### src/rtl/sys_cmd_if.sv
// sys_cmd_if: command request, UART byte and response signals
// shared by sys_cmd_master (master) and its host/UART side (slave).
interface sys_cmd_if;
  logic       CMD_VLD;
  logic       CMD_RDY;
  logic [1:0] CMD_TYPE;
  logic [3:0] CMD_ADDR;
  logic [7:0] CMD_DATA;
  logic [7:0] CMD_OPA;
  logic [7:0] CMD_OPB;
  logic [3:0] CMD_FUN;
  logic [7:0] TX_P_DATA;
  logic       TX_D_VLD;
  logic       Busy;
  logic [7:0] RX_P_DATA;
  logic       RX_D_VLD;
  logic [7:0] RSP_DATA;
  logic       RSP_VLD;
  logic       RSP_TIMEOUT;

  modport master (
    input  CMD_VLD, CMD_TYPE, CMD_ADDR,
    input  CMD_DATA, CMD_OPA, CMD_OPB,
    input  CMD_FUN, Busy,
    input  RX_P_DATA, RX_D_VLD,
    output CMD_RDY, TX_P_DATA, TX_D_VLD,
    output RSP_DATA, RSP_VLD, RSP_TIMEOUT
  );

  modport slave (
    output CMD_VLD, CMD_TYPE, CMD_ADDR,
    output CMD_DATA, CMD_OPA, CMD_OPB,
    output CMD_FUN, Busy,
    output RX_P_DATA, RX_D_VLD,
    input  CMD_RDY, TX_P_DATA, TX_D_VLD,
    input  RSP_DATA, RSP_VLD, RSP_TIMEOUT
  );
endinterface

### src/rtl/sys_cmd_master.sv
// sys_cmd_master: host-side command framer for the UART system-controller
// link; sends one command frame and collects the single response byte.
module sys_cmd_master #(
  parameter int TIMEOUT_CYC = 65535
) (
  input logic       CLK,
  input logic       RST,
  sys_cmd_if.master bus
);
  localparam int CW = $clog2(TIMEOUT_CYC + 1);
  localparam logic [CW-1:0] LIM = CW'(TIMEOUT_CYC - 1);

  localparam logic [2:0] IDLE     = 3'd0;
  localparam logic [2:0] SEND     = 3'd1;
  localparam logic [2:0] WAIT_HI  = 3'd2;
  localparam logic [2:0] WAIT_LO  = 3'd3;
  localparam logic [2:0] WAIT_RSP = 3'd4;

  logic [2:0]      state;
  logic [3:0][7:0] frame;
  logic [3:0][7:0] nxt_frame;
  logic [2:0]      len;
  logic [2:0]      nxt_len;
  logic            need_rsp;
  logic            nxt_rsp;
  logic [1:0]      idx;
  logic [CW-1:0]   cnt;
  logic            last;
  logic [7:0]      tx_data;
  logic            tx_vld;
  logic [7:0]      rsp_data;
  logic            rsp_vld;
  logic            rsp_to;

  assign last = (({1'b0, idx}) + 3'd1) == len;

  assign bus.CMD_RDY     = (state == IDLE);
  assign bus.TX_P_DATA   = tx_data;
  assign bus.TX_D_VLD    = tx_vld;
  assign bus.RSP_DATA    = rsp_data;
  assign bus.RSP_VLD     = rsp_vld;
  assign bus.RSP_TIMEOUT = rsp_to;

  // Frame image built from the live request; captured only on accept.
  always_comb begin
    nxt_frame = '0;
    nxt_len   = 3'd2;
    nxt_rsp   = 1'b1;
    unique case (bus.CMD_TYPE)
      2'd0: begin
        nxt_frame[0] = 8'hAA;
        nxt_frame[1] = {4'h0, bus.CMD_ADDR};
        nxt_frame[2] = bus.CMD_DATA;
        nxt_len      = 3'd3;
        nxt_rsp      = 1'b0;
      end
      2'd1: begin
        nxt_frame[0] = 8'hBB;
        nxt_frame[1] = {4'h0, bus.CMD_ADDR};
      end
      2'd2: begin
        nxt_frame[0] = 8'hCC;
        nxt_frame[1] = bus.CMD_OPA;
        nxt_frame[2] = bus.CMD_OPB;
        nxt_frame[3] = {4'h0, bus.CMD_FUN};
        nxt_len      = 3'd4;
      end
      2'd3: begin
        nxt_frame[0] = 8'hDD;
        nxt_frame[1] = {4'h0, bus.CMD_FUN};
      end
    endcase
  end

  always_ff @(posedge CLK or negedge RST) begin
    if (!RST) begin
      state    <= IDLE;
      frame    <= '0;
      len      <= 3'd2;
      need_rsp <= 1'b0;
      idx      <= 2'd0;
      cnt      <= '0;
      tx_data  <= 8'h00;
      tx_vld   <= 1'b0;
      rsp_data <= 8'h00;
      rsp_vld  <= 1'b0;
      rsp_to   <= 1'b0;
    end else begin
      tx_vld  <= 1'b0;
      rsp_vld <= 1'b0;
      rsp_to  <= 1'b0;
      unique case (state)
        IDLE: begin
          if (bus.CMD_VLD) begin
            frame    <= nxt_frame;
            len      <= nxt_len;
            need_rsp <= nxt_rsp;
            idx      <= 2'd0;
            state    <= SEND;
          end
        end
        SEND: begin
          if (!bus.Busy) begin
            tx_data <= frame[idx];
            tx_vld  <= 1'b1;
            state   <= WAIT_HI;
          end
        end
        WAIT_HI: begin
          if (bus.Busy) state <= WAIT_LO;
        end
        WAIT_LO: begin
          if (!bus.Busy) begin
            idx <= idx + 2'd1;
            cnt <= '0;
            if (!last) state <= SEND;
            else if (need_rsp) state <= WAIT_RSP;
            else state <= IDLE;
          end
        end
        WAIT_RSP: begin
          // A response in the final cycle takes priority over the timeout.
          if (bus.RX_D_VLD) begin
            rsp_data <= bus.RX_P_DATA;
            rsp_vld  <= 1'b1;
            state    <= IDLE;
          end else if (cnt == LIM) begin
            rsp_to <= 1'b1;
            state  <= IDLE;
          end else begin
            cnt <= cnt + 1'b1;
          end
        end
        default: state <= IDLE;
      endcase
    end
  end
endmodule

### src/flat_wrapper.sv
// flat-port wrapper written by rule: the top's interface ports become plain ports
module sys_cmd_master_flat 
#(
  parameter int TIMEOUT_CYC = 65535
)
  (CLK, RST, bus_CMD_VLD, bus_CMD_TYPE, bus_CMD_ADDR, bus_CMD_DATA, bus_CMD_OPA, bus_CMD_OPB, bus_CMD_FUN, bus_Busy, bus_RX_P_DATA, bus_RX_D_VLD, bus_CMD_RDY, bus_TX_P_DATA, bus_TX_D_VLD, bus_RSP_DATA, bus_RSP_VLD, bus_RSP_TIMEOUT);
  sys_cmd_if bus_i ();
  input logic CLK;
  input logic RST;
  input wire logic [$bits(bus_i.CMD_VLD)-1:0] bus_CMD_VLD;
  input wire logic [$bits(bus_i.CMD_TYPE)-1:0] bus_CMD_TYPE;
  input wire logic [$bits(bus_i.CMD_ADDR)-1:0] bus_CMD_ADDR;
  input wire logic [$bits(bus_i.CMD_DATA)-1:0] bus_CMD_DATA;
  input wire logic [$bits(bus_i.CMD_OPA)-1:0] bus_CMD_OPA;
  input wire logic [$bits(bus_i.CMD_OPB)-1:0] bus_CMD_OPB;
  input wire logic [$bits(bus_i.CMD_FUN)-1:0] bus_CMD_FUN;
  input wire logic [$bits(bus_i.Busy)-1:0] bus_Busy;
  input wire logic [$bits(bus_i.RX_P_DATA)-1:0] bus_RX_P_DATA;
  input wire logic [$bits(bus_i.RX_D_VLD)-1:0] bus_RX_D_VLD;
  output wire logic [$bits(bus_i.CMD_RDY)-1:0] bus_CMD_RDY;
  output wire logic [$bits(bus_i.TX_P_DATA)-1:0] bus_TX_P_DATA;
  output wire logic [$bits(bus_i.TX_D_VLD)-1:0] bus_TX_D_VLD;
  output wire logic [$bits(bus_i.RSP_DATA)-1:0] bus_RSP_DATA;
  output wire logic [$bits(bus_i.RSP_VLD)-1:0] bus_RSP_VLD;
  output wire logic [$bits(bus_i.RSP_TIMEOUT)-1:0] bus_RSP_TIMEOUT;
  assign bus_i.CMD_VLD = bus_CMD_VLD;
  assign bus_i.CMD_TYPE = bus_CMD_TYPE;
  assign bus_i.CMD_ADDR = bus_CMD_ADDR;
  assign bus_i.CMD_DATA = bus_CMD_DATA;
  assign bus_i.CMD_OPA = bus_CMD_OPA;
  assign bus_i.CMD_OPB = bus_CMD_OPB;
  assign bus_i.CMD_FUN = bus_CMD_FUN;
  assign bus_i.Busy = bus_Busy;
  assign bus_i.RX_P_DATA = bus_RX_P_DATA;
  assign bus_i.RX_D_VLD = bus_RX_D_VLD;
  assign bus_CMD_RDY = bus_i.CMD_RDY;
  assign bus_TX_P_DATA = bus_i.TX_P_DATA;
  assign bus_TX_D_VLD = bus_i.TX_D_VLD;
  assign bus_RSP_DATA = bus_i.RSP_DATA;
  assign bus_RSP_VLD = bus_i.RSP_VLD;
  assign bus_RSP_TIMEOUT = bus_i.RSP_TIMEOUT;
  sys_cmd_master #(.TIMEOUT_CYC(TIMEOUT_CYC)) u_core (.CLK(CLK), .RST(RST), .bus(bus_i));
endmodule
### config.mk
export PLATFORM = sky130hd
export DESIGN_NAME = sys_cmd_master_flat
export DESIGN_NICKNAME = d
export VERILOG_FILES = /design/src/rtl/sys_cmd_if.sv /design/src/rtl/sys_cmd_master.sv /design/src/flat_wrapper.sv
export SDC_FILE = /design/constraint.sdc
export NUM_CORES = 1
export LEC_CHECK = 0
export BUFFER_PORTS_ARGS = -buffer_cell sky130_fd_sc_hd__buf_2
export CORE_UTILIZATION = 40
export DETAILED_ROUTE_END_ITERATION = 8
export MAX_ROUTING_LAYER = met4
export PLACE_DENSITY_LB_ADDON = 0.15
export SYNTH_ARGS = -nofsm -noshare
export SYNTH_HDL_FRONTEND = slang
export SYNTH_SLANG_ARGS = --single-unit
### constraint.sdc
create_clock -name CLK -period 2.4 [get_ports CLK]
set_clock_uncertainty 0.05 [all_clocks]
set_input_delay 0.24 -clock CLK [delete_from_list [all_inputs] [get_ports CLK]]
set_output_delay 0.24 -clock CLK [all_outputs]
set_load 0.1 [all_outputs]
Yosys cells after proc, flatten, opt, wreduce, memory -nomap -nowiden

Cells that the tools add are included.

Logic and storage cells: 75
RAM bits: 0
Output and inout port bits: 20
Memories kept: 0
Latch bits: 0
Register bits after elaboration: 76
Bits in read-only memories: 0
Input port bits: 47

Shift operators: 0
Add/sub/neg operators: 3
Reduce and logical (&&, ||, !) cells: 10
Magnitude comparators: 1
Muxes and demuxes: 30
Equal/unequal tests: 16
Multipliers: 0
Bitwise logic cells: 1
Div/mod/pow operators: 0

Operators with widths:

| cell                                          | count |
|---|---|
| case mux 16 bit (4 select lines)              | 1 |
| 2-to-1 mux 16 bit                             | 3 |
| case mux 16 bit (2 select lines)              | 1 |
| 2-to-1 mux 3 bit                              | 8 |
| adder 16 x 1 -> 16 bit, second input constant | 1 |
| binary-select mux 8 bit (select 2 bit)        | 1 |
| == test 16 bit, second input constant         | 1 |
| case mux 8 bit (2 select lines)               | 1 |
| case mux 3 bit (5 select lines)               | 1 |
| inequality test 2 bit, second input constant  | 6 |
| 2-to-1 mux 1 bit                              | 8 |
| 2-to-1 mux 8 bit                              | 1 |
| == test 3 x 2 -> 1 bit, second input constant | 2 |
| case mux 3 bit (2 select lines)               | 1 |
| AND reduction 2 bit                           | 3 |
| AND reduction 5 bit                           | 1 |
| == test 2 bit, second input constant          | 2 |
| 2-to-1 mux 2 bit                              | 2 |
| 2-to-1 mux 4 bit                              | 1 |
| case mux 2 bit (2 select lines)               | 1 |
| AND reduction 4 bit                           | 1 |
| nonzero test 2 bit                            | 2 |
| adder 2 x 1 -> 3 bit, second input constant   | 1 |
| == test 3 x 1 -> 1 bit, second input constant | 1 |
| other kinds (10)                              | 10 |

Depth between registers and ports, before layout

Word-level depth: 5
Gate-level depth with buffers: 7

Least setup slack after synthesis

No wires, ideal clock.

Path kind: register to output
Start point: register u_core.state[1]
End point: output bus_CMD_RDY
Arrival time: 2.568 ns
Setup slack: -0.458 ns
Buffers on the path: 1
Stages on the path, launching flop included: 3
Cell sequence: dfrtp_1 > clkbuf_1 > nor3_1

Cells in the longest elaborated chain, start to end: 1

Ends and longest elaborated chain:

| item                   | RTL line              | RTL |
|---|---|---|
| start, declared        | sys_cmd_master.sv:19  | `logic [2:0] state;` |
| start signal, assigned | sys_cmd_master.sv:77  | `state <= IDLE;` |
| start signal, assigned | sys_cmd_master.sv:99  | `state <= SEND;` |
| start signal, assigned | sys_cmd_master.sv:106 | `state <= WAIT_HI;` |
| logical NOT 3 bit      | sys_cmd_master.sv:37  | `assign bus.CMD_RDY = (state == IDLE);` |
| end, declared          | flat_wrapper.sv:20    | `output wire logic [$bits(bus_i.CMD_RDY)-1:0] bus_CMD_RDY;` |

No other way between the ends.

Worst setup path after layout

Start point: register u_core.cnt[0]
End point: register u_core.cnt[8]

Cells in the longest elaborated chain, start to end: 4
Elaborated cells on any way between the ends: 7

Ends and longest elaborated chain:

| item                             | RTL line              | RTL |
|---|---|---|
| start, declared                  | sys_cmd_master.sv:27  | `logic [CW-1:0] cnt;` |
| start signal, assigned           | sys_cmd_master.sv:131 | `cnt <= cnt + 1'b1;` |
| adder 16 x 1 -> 16 bit           | sys_cmd_master.sv:131 |  |
| 2-to-1 mux 16 bit                | sys_cmd_master.sv:127 | `end else if (cnt == LIM) begin` |
| 2-to-1 mux 16 bit                | sys_cmd_master.sv:123 | `if (bus.RX_D_VLD) begin` |
| case mux 16 bit (2 select lines) | sys_cmd_master.sv:92  | `unique case (state)` |

Parallel ways exist; a longest one is shown, timed or not. The select of a mux whose other input is x is not followed.
A chain may end at the register's enable or synchronous reset.

==> metrics.md <==
| Metric | Value |
|---|---|
| Status | `finished, final reports clean` |
| Vias per inst | `5.26` |
| Boundary pin count | `67` |
| Element type at the critical path end | `flip-flop` |
| Clk Latency, worst-skew pair | `340 ps` |
| Syn Area/Cell | `10.6 um^2` |
| Ant diodes | `0` |
| Worst vdd ir | `397 uV` |
| Area Growth Syn to Fin | `19.0%` |
| Chip width | `94.3 um` |
| Final setup violation count | `0` |
| Register bit total from synthesis | `68` |
| Die height | `94.3 um` |
| Post-synthesis instance total | `322` |
| Inst Count DP | `484` |
| Initial antenna violation count | `0` |
| Nets | `441` |
| First-pass GRT wire length | `12100 um` |
| Max_cap viols | `0` |
| 1st-iter DRT viols | `131` |
| Routed Antenna Nets | `0` |
| Launch point of the worst hold path | `bus_RX_P_DATA[6]` |
| Longest Clk Path Bufs | `2` |
| Core Rows | `33` |
| Port bufs | `66` |
| FMAX | `0.525 GHz` |
| Min Tclk post-route | `1900 ps` |
| Initial Util | `0.415` |
| FF-to-FF Start | `u_core.cnt[0]$_DFFE_PN0P_` |
| Post-route insts no fill | `500` |
| Die area | `8890 um^2` |
| CP max FO | `13` |
| Netlist cell types | `51` |
| Asr flop ratio synth | `1.00` |
| Worst-path clk slew | `70 ps` |
| Clock Sinks | `68` |
| GP Congestion | `0.842` |
| Tightest Pin Transition | `626 ps` |
| Drt drc | `0` |
| Mapped Nets | `372` |
| Max H-tree Level | `3` |
| Ratio of cells with drive above 1 in the final layout | `0.309` |
| Hold crit path type | `primary input to flip-flop` |
| Commonest non-fill, non-tap cell in the layout | `dfrtp_1` |
| # resized after CTS | `0` |
| R2r worst-path depth | `6` |
| Final setup TNS | `0 ps` |
| Commonest non-fill, non-tap cells in the layout | `67 x dfrtp_1, 66 x buf_2, 44 x nand2_1` |
| CTS root buf | `clkbuf_8` |
| Pins Over Slew Limit | `0` |
| Setup CP Type | `flip-flop to flip-flop` |
| Drt wl/cell | `14.6 um` |
| Post-CTS setup buffers | `0` |
| Hold Fails Final Rpt | `0` |
| Startpoint Class | `flip-flop` |
| Mapped cell area | `3410 um^2` |
| Inserted Clock Buffers | `9` |
| CTS tree | `yes` |
| Hold path depth | `2` |
| Slew HR | `0.582` |
| Final WL | `7300 um` |
| Pwr Density | `1170 nW/um^2` |
| Number of global-route vias before repair | `2432` |
| Top_reg_cell synth | `dfrtp_1` |
| Final worst path period share | `0.793` |
| EDFF count, synth | `0` |
| Total GRT Usage | `0.184` |
| Core Area | `8220 um^2` |
| CP required | `2560 ps` |
| Worst EP arrival | `2060 ps` |
| Post-DP HPWL | `5160 um` |
| Vias | `2629` |
| Largest net degree at the start of global routing | `44` |
| Yosys warns | `0` |
| Worst setup path start | `u_core.cnt[0]$_DFFE_PN0P_` |
| GRT overflow | `0` |
| Register area share after synthesis | `0.500` |
| Hold-fix buffers, CTS | `1` |
| Leakage dissipation | `1.91 nW` |
| Number of detailed-route iterations in the first pass | `4` |
| RSZ-0062 raised after global routing | `false` |
-- cell families after synthesis --
kind of cell / after synthesis / synth area share
simple gates: 101 / 0.159
buf+inv: 34 / 0.0488
compound gates: 76 / 0.145
flops: 68 / 0.500
mux: 36 / 0.126
xor+xnor: 4 / 0.0103
fa+ha+maj: 3 / 0.0110
-- per-stage QoR --
| step | power (mW) | hold WS, ps | util | instance area (um^2) | setup slack [ps] |
|---|---|---|---|---|---|
| after floorplan | 3.43 | -106 | - | 3410 | 398 |
| after global placement | 3.83 | 234 | 0.469 | 3860 | 523 |
| after detailed placement | 3.87 | 254 | 0.469 | 3860 | 486 |
| after CTS | 4.80 | 67.5 | 0.494 | 4060 | 477 |
| after global routing | 5.04 | 60.6 | 0.494 | 4060 | 352 |
| final | 4.75 | 84.5 | 0.494 | 4060 | 497 |
-- area by class of cell --
class                           count  area, um^2
Multi-Input combinational cell    220        1540
Tap cell                          105         131
Inverter                           14        52.6
Clock buffer                       10         138
Sequential cell                    68        1700
Clock inverter                      5        52.6
Timing Repair Buffer               78         435
Fill cell                         803        4160
-- per-layer routing --
layer	routed length, um	track usage	up-vias
met1	3420	0.233	1255
met3	265	0.0332	6
met4	70	0.0808	0
li1	-	-	1301
met2	3540	0.287	67
met5	0	-	-
-- report_power, final --
part | total, mW | switching (mW) | internal, mW
registers | 1.74 | 0.225 | 1.51
logic | 2.09 | 1.50 | 0.586
clock network | 0.918 | 0.421 | 0.497
-- flip-flops by register name, indices dropped and copies added (netlist names) --
name,cells
u_core.frame,24
u_core.len,3
u_core.bus.RSP_TIMEOUT,1
u_core.bus.RSP_DATA,8
u_core.bus.TX_P_DATA,8
u_core.cnt,16
u_core.bus.TX_D_VLD,1
u_core.need_rsp,1
u_core.idx,2
u_core.bus.RSP_VLD,1
u_core.state,3
-- critical path: stages, from the launching register on --
cell	delay, ps
dfrtp_1	420
inv_1	100
ha_1	200
nand4_4	100
or4_4	630
a31oi_1	220
a31oi_1	60
-- final timing paths --
kind,endpoint,slack [ps]
hold reg to reg,u_core.frame[27]$_DFFE_PN0P_,430
hold / removal,u_core.bus.RSP_DATA[6]$_DFFE_PN0P_,80
setup reg to reg,u_core.cnt[8]$_DFFE_PN0P_,500
setup / recovery,u_core.cnt[8]$_DFFE_PN0P_,500
min in group asynchronous,u_core.cnt[4]$_DFFE_PN0P_,400
max in group asynchronous,u_core.len[1]$_DFFE_PN1P_,1170
-- synth_stat cells, types with 5 or more instances --
cell type | n | area, um^2
o211ai_1 | 5 | 37.5
nor2_1 | 11 | 41.3
nand2_1 | 44 | 165
mux2_2 | 15 | 169
nand4_1 | 5 | 31.3
o31ai_1 | 8 | 60.1
mux2i_1 | 17 | 170
o21ai_0 | 27 | 135
nand3_1 | 8 | 40.0
a31oi_1 | 12 | 75.1
clkbuf_1 | 12 | 45.0
dfrtp_1 | 67 | 1680
inv_1 | 14 | 52.6
a21oi_1 | 7 | 35.0
No activity file was read; power rests on OpenSTA's default activity.
